### src/rtl/xbus_feeder.sv
// ============================================================================
// xbus_feeder: pixel FIFO plus column-tag sequencer feeding the X bus.
// Optional feature macro: XBUS_FEEDER_PERF_EN (back-pressure stall counter).
// Revision: 1.0
// ============================================================================
`default_nettype none

module xbus_feeder #(
  parameter int DATA_WIDTH = 16,
  parameter int NUM_COL    = 4,
  parameter int FIFO_DEPTH = 8
) (
  input  logic                       clk,
  input  logic                       rstn,
  input  logic                       flush,
  input  logic [7:0]                 kernel_size,
  input  logic [DATA_WIDTH-1:0]      in_data,
  input  logic                       in_last,
  input  logic                       in_valid,
  output logic                       in_ready,
  output logic [DATA_WIDTH-1:0]      out_data,
  output logic [$clog2(NUM_COL)-1:0] out_tag,
  output logic                       out_last,
  output logic                       out_valid,
  input  logic                       out_ready,
  output logic                       row_done,
  output logic                       busy,
  output logic [15:0]                stall_cnt
);

  localparam int TW = $clog2(NUM_COL);
  localparam int KW = TW + 1;
  localparam int AW = $clog2(FIFO_DEPTH);

  typedef enum logic [1:0] {
    S_IDLE = 2'd0,
    S_RUN  = 2'd1,
    S_DONE = 2'd2
  } state_t;

  state_t                r_state;
  logic [DATA_WIDTH:0]   r_mem [FIFO_DEPTH];
  logic [AW:0]           r_wptr;
  logic [AW:0]           r_rptr;
  logic [TW-1:0]         r_tag;
  logic [KW-1:0]         r_keff;

  logic                  w_empty;
  logic                  w_full;
  logic                  w_push;
  logic                  w_pop;
  logic [DATA_WIDTH:0]   w_head;
  logic [KW-1:0]         w_keff;

  // Extra pointer MSB separates the full case from the empty case.
  assign w_empty = (r_wptr == r_rptr);
  assign w_full  = (r_wptr[AW] != r_rptr[AW]) && (r_wptr[AW-1:0] == r_rptr[AW-1:0]);
  assign w_head  = r_mem[r_rptr[AW-1:0]];

  always_comb begin
    w_keff = KW'(1);
    if (kernel_size > 8'(NUM_COL)) begin
      w_keff = KW'(NUM_COL);
    end else if (kernel_size != 8'd0) begin
      w_keff = kernel_size[KW-1:0];
    end
  end

  assign in_ready  = rstn & ~flush & ~w_full;
  assign out_valid = (r_state == S_RUN) && !w_empty;
  assign out_data  = out_valid ? w_head[DATA_WIDTH-1:0] : '0;
  assign out_last  = out_valid & w_head[DATA_WIDTH];
  assign out_tag   = out_valid ? r_tag : '0;
  assign row_done  = (r_state == S_DONE);
  assign busy      = (r_state != S_IDLE) || !w_empty;

  assign w_push = in_valid & in_ready;
  assign w_pop  = out_valid & out_ready;

  always_ff @(posedge clk) begin
    if (w_push) begin
      r_mem[r_wptr[AW-1:0]] <= {in_last, in_data};
    end
  end

  always_ff @(posedge clk) begin
    if (!rstn || flush) begin
      r_wptr <= '0;
      r_rptr <= '0;
    end else begin
      if (w_push) r_wptr <= r_wptr + 1'b1;
      if (w_pop)  r_rptr <= r_rptr + 1'b1;
    end
  end

  always_ff @(posedge clk) begin
    if (!rstn || flush) begin
      r_state <= S_IDLE;
      r_tag   <= '0;
      r_keff  <= KW'(1);
    end else begin
      case (r_state)
        S_IDLE: begin
          if (!w_empty) begin
            r_keff  <= w_keff;
            r_tag   <= '0;
            r_state <= S_RUN;
          end
        end
        S_RUN: begin
          if (w_pop) begin
            if (w_head[DATA_WIDTH]) begin
              r_state <= S_DONE;
            end else if ({1'b0, r_tag} == r_keff - KW'(1)) begin
              r_tag <= '0;
            end else begin
              r_tag <= r_tag + 1'b1;
            end
          end
        end
        S_DONE: begin
          r_keff  <= w_keff;
          r_tag   <= '0;
          r_state <= w_empty ? S_IDLE : S_RUN;
        end
        default: r_state <= S_IDLE;
      endcase
    end
  end

`ifdef XBUS_FEEDER_PERF_EN
  logic [15:0] r_stall;

  always_ff @(posedge clk) begin
    if (!rstn || flush) begin
      r_stall <= '0;
    end else if (out_valid && !out_ready && (r_stall != 16'hFFFF)) begin
      r_stall <= r_stall + 16'd1;
    end
  end

  assign stall_cnt = r_stall;
`else
  assign stall_cnt = '0;
`endif

endmodule

`default_nettype wire

### config.mk
export PLATFORM = sky130hd
export DESIGN_NAME = xbus_feeder
export DESIGN_NICKNAME = d
export VERILOG_FILES = /design/src/rtl/xbus_feeder.sv
export SDC_FILE = /design/constraint.sdc
export NUM_CORES = 1
export LEC_CHECK = 0
export BUFFER_PORTS_ARGS = -buffer_cell sky130_fd_sc_hd__buf_2
export CORE_MARGIN = 2
export CORE_UTILIZATION = 58
export CTS_CLUSTER_DIAMETER = 150
export CTS_CLUSTER_SIZE = 40
export DETAILED_ROUTE_END_ITERATION = 8
export GPL_ROUTABILITY_DRIVEN = 0
export MAX_ROUTING_LAYER = met4
export PLACE_DENSITY = 0.78
export REMOVE_ABC_BUFFERS = 1
export SYNTH_ARGS = -nofsm -noshare
export SYNTH_HDL_FRONTEND = slang
export SYNTH_SLANG_ARGS = --single-unit
### constraint.sdc
create_clock -name clk -period 4.5 [get_ports clk]
set_input_delay 0.9 -clock clk [delete_from_list [all_inputs] [get_ports clk]]
set_output_delay 0.9 -clock clk [all_outputs]
set_load 0.02 [all_outputs]
==> run_results.csv <==
group,metric,value,unit
route,drt_wl_total,11500,um
hold_path,min_path_type,"reg -> reg",
floorplanning,rows,37,
global_routing,grt_antenna_before_repair,0,
floorplanning,core_area,10400,sq um
route,first_pass_iters,4,
cts,cts.sink_count,154,
cts,cts_hold_repair.buffers,0,
timing,tightest_slew,0.763,ns
critical_path,crit_chain,"buf_4 -> mux4_2 -> mux2i_1 -> nor2_1 -> buf_2",
logic_synthesis,synthArstFlopShare,0,
critical_path,cp.required,3.60,ns
logic_synthesis,seq_area_frac_synth,0.714,
place,portBuffers,52,
cts,cts_root_buffer,"clkbuf_8",
logic_synthesis,postSynthCellCount,345,
logic_synthesis,avgSynthCellArea,18.0,sq um
cts,ctsResizeCount,0,
global_routing,grt_pass1_wl,18200,um
global_routing,grt_max_degree,34,
cts,cts_setup_buffers,0,
logic_synthesis,yosys_warnings,0,
cts,htreeDepth,4,
final_layout,fin_util,0.698,
timing,slew_viol_final,0,
floorplanning,dieWidth,108,um
route,routed_via_density,5.73,
critical_path,crit_type,"reg -> out",
final_layout,drive_gt1_frac,0.333,
global_routing,gr-usage-all-layers,0.227,
final_layout,final_cell_mix,"edfxtp_1, buf_2, mux4_2, nor2_1, mux2i_1",
critical_path,start_kind,"flip-flop",
timing,slew_headroom,0.491,
logic_synthesis,yosysTopAreaCell,"edfxtp_1",
critical_path,end_kind,"primary output",
global_routing,first_global_vias,3281,
final_layout,syn_to_final_growth,16.3,%
critical_path,r2r_start,"r_wptr[0]",
place,place_ws,1.33,ns
run_status,status,"finished clean",
floorplanning,ios,69,
timing,skew,0.0104,ns
route,first_iter_violations,323,
critical_path,path_delay_family,"flip-flops",
critical_path,arrival,2.72,ns
place,placed_area,6630,sq um
cts,clock_path_buffers,2,
cts,path_clk_slew,0.06,ns
logic_synthesis,netlist_area,6220,sq um
floorplanning,initial_utilization,0.600,
logic_synthesis,synth-edff-count,136,
timing,layout_setup_ws,0.879,ns
floorplanning,dieArea,11600,sq um
route,drcViolationCount,0,
timing,min_period_over_period,0.805,
timing,setup_tns,0,ns
logic_synthesis,ys_ff_latch,154,
critical_path,rr_worst_depth,5,
power,peakVddDrop,0.000272,V
power,p_leak,0.00245,uW
route,wire_per_inst,20.6,um
logic_synthesis,yosysUniqueCellTypes,40,
power,power,3090,uW
hold_path,holdPathStages,2,
final_layout,final_common_cell,"edfxtp_1",
timing,rsz0062_at_grt,"false",
global_routing,overflow,0,
route,vias,3206,
floorplanning,dieHeight,108,um
timing,setup_viol,0,
logic_synthesis,yosysTopAreaCellShare,0.656,
final_layout,diodes,0,
timing,hold_viol_final,0,
final_layout,nets,444,
final_layout,fill_cells,668,
power,power_density,427,nW/um^2
logic_synthesis,synth-main-ff-cell,"edfxtp_1",
hold_path,min-delay-start,"r_keff[1]",
critical_path,crit_fanout,21,
cts,cts_tree,"done",
place,dp_hpwl,6500,um
critical_path,cp.depth,5,
logic_synthesis,synthTopCellsByArea,"edfxtp_1, mux4_2, dfxtp_1",
critical_path,crit_buf_inv,2,
run,cap_violations,0,
timing,fmax,276,MHz
final_layout,final_area,7240,sq um
timing,finalCriticalPeriod,3.62,ns
critical_path,slowest_delay,0.82,ns
cts,numCtsBuffers,17,
route,postRouteAntennaNets,0,
critical_path,critPathSlowestCell,"dfxtp_2",
cts,clock_latency,0.52,ns
## routing by layer
layer  share of wire  global-route usage  routed length [um]
met4           0.012              0.0824                 135
met5               0                   -                   0
met1            0.41               0.291                4720
met3           0.061              0.0508                 699
met2            0.52               0.362                5990
## worst paths after layout
| kind | end | slack, ns |
|---|---|---|
| worst max-delay path | out_data[4] | 0.88 |
| worst min-delay path | r_keff[1] | 0.47 |
| worst max register to register | r_mem[2][5] | 2.03 |
| worst min register to register | r_keff[1] | 0.47 |
## registers in the layout, summed over array words and instances (netlist names), named ones only
register and count:
r_rptr 4, r_mem 136, r_state 2, r_keff 3, r_wptr 4, r_tag 2
## per-stage QoR
stage,hold slack [ns],std cells
2_1_floorplan,0.432,329
3_3_place_gp,0.446,528
3_5_place_dp,0.462,528
4_1_cts,0.471,560
5_1_grt,0.501,560
6_report,0.473,560
## logic make-up after synthesis
kind of cell	Yosys count	synth area share
flip-flops	154	0.714
AND/OR/NAND/NOR	71	0.0529
multiplexers	55	0.158
buffers and inverters	37	0.0346
XOR/XNOR	13	0.0183
AO/OA/AOI/OAI	11	0.0159
adder cells (fa/ha/maj)	3	0.00603
other	1	0.000603
## power by group
group,internal (uW),total [uW],switching [uW]
clock,904,1460,559
sequential,1560,1560,2.61
combinational,19.9,65.7,45.7
total,2480,3090,608
## cell usage after synthesis, types with 2 or more instances
| master | count |
|---|---|
| clkbuf_1 | 5 |
| buf_1 | 2 |
| nor3_1 | 6 |
| xnor2_1 | 5 |
| a21oi_1 | 3 |
| clkbuf_2 | 2 |
| buf_2 | 5 |
| nor2b_1 | 2 |
| dfxtp_1 | 18 |
| nand2_1 | 15 |
| nor2_1 | 27 |
| edfxtp_1 | 136 |
| xor2_1 | 8 |
| nand3_1 | 8 |
| nand2b_1 | 4 |
| and2_1 | 2 |
| buf_4 | 16 |
| inv_1 | 5 |
| mux4_2 | 34 |
| mux2i_1 | 20 |
| ha_1 | 3 |
## area by class of cell
cell class | count | area, sq um | area share
flip-flops and latches | 154 | 4450 | 0.614
multi-input cells | 169 | 1650 | 0.227
clock buffers | 18 | 418 | 0.0577
repair buffers | 63 | 343 | 0.0473
clock inverters | 14 | 195 | 0.0270
well taps | 136 | 170 | 0.0235
inverters | 6 | 22.5 | 0.00311
## worst reg2reg max path, cell delays in order (launching register included)
cell     delay, ns
dfxtp_1       0.55
xnor2_1       0.19
a41oi_2       0.31
nand3_1       0.21
nor3_2        0.57
buf_4         0.34
(Power assumes the default switching activity.)
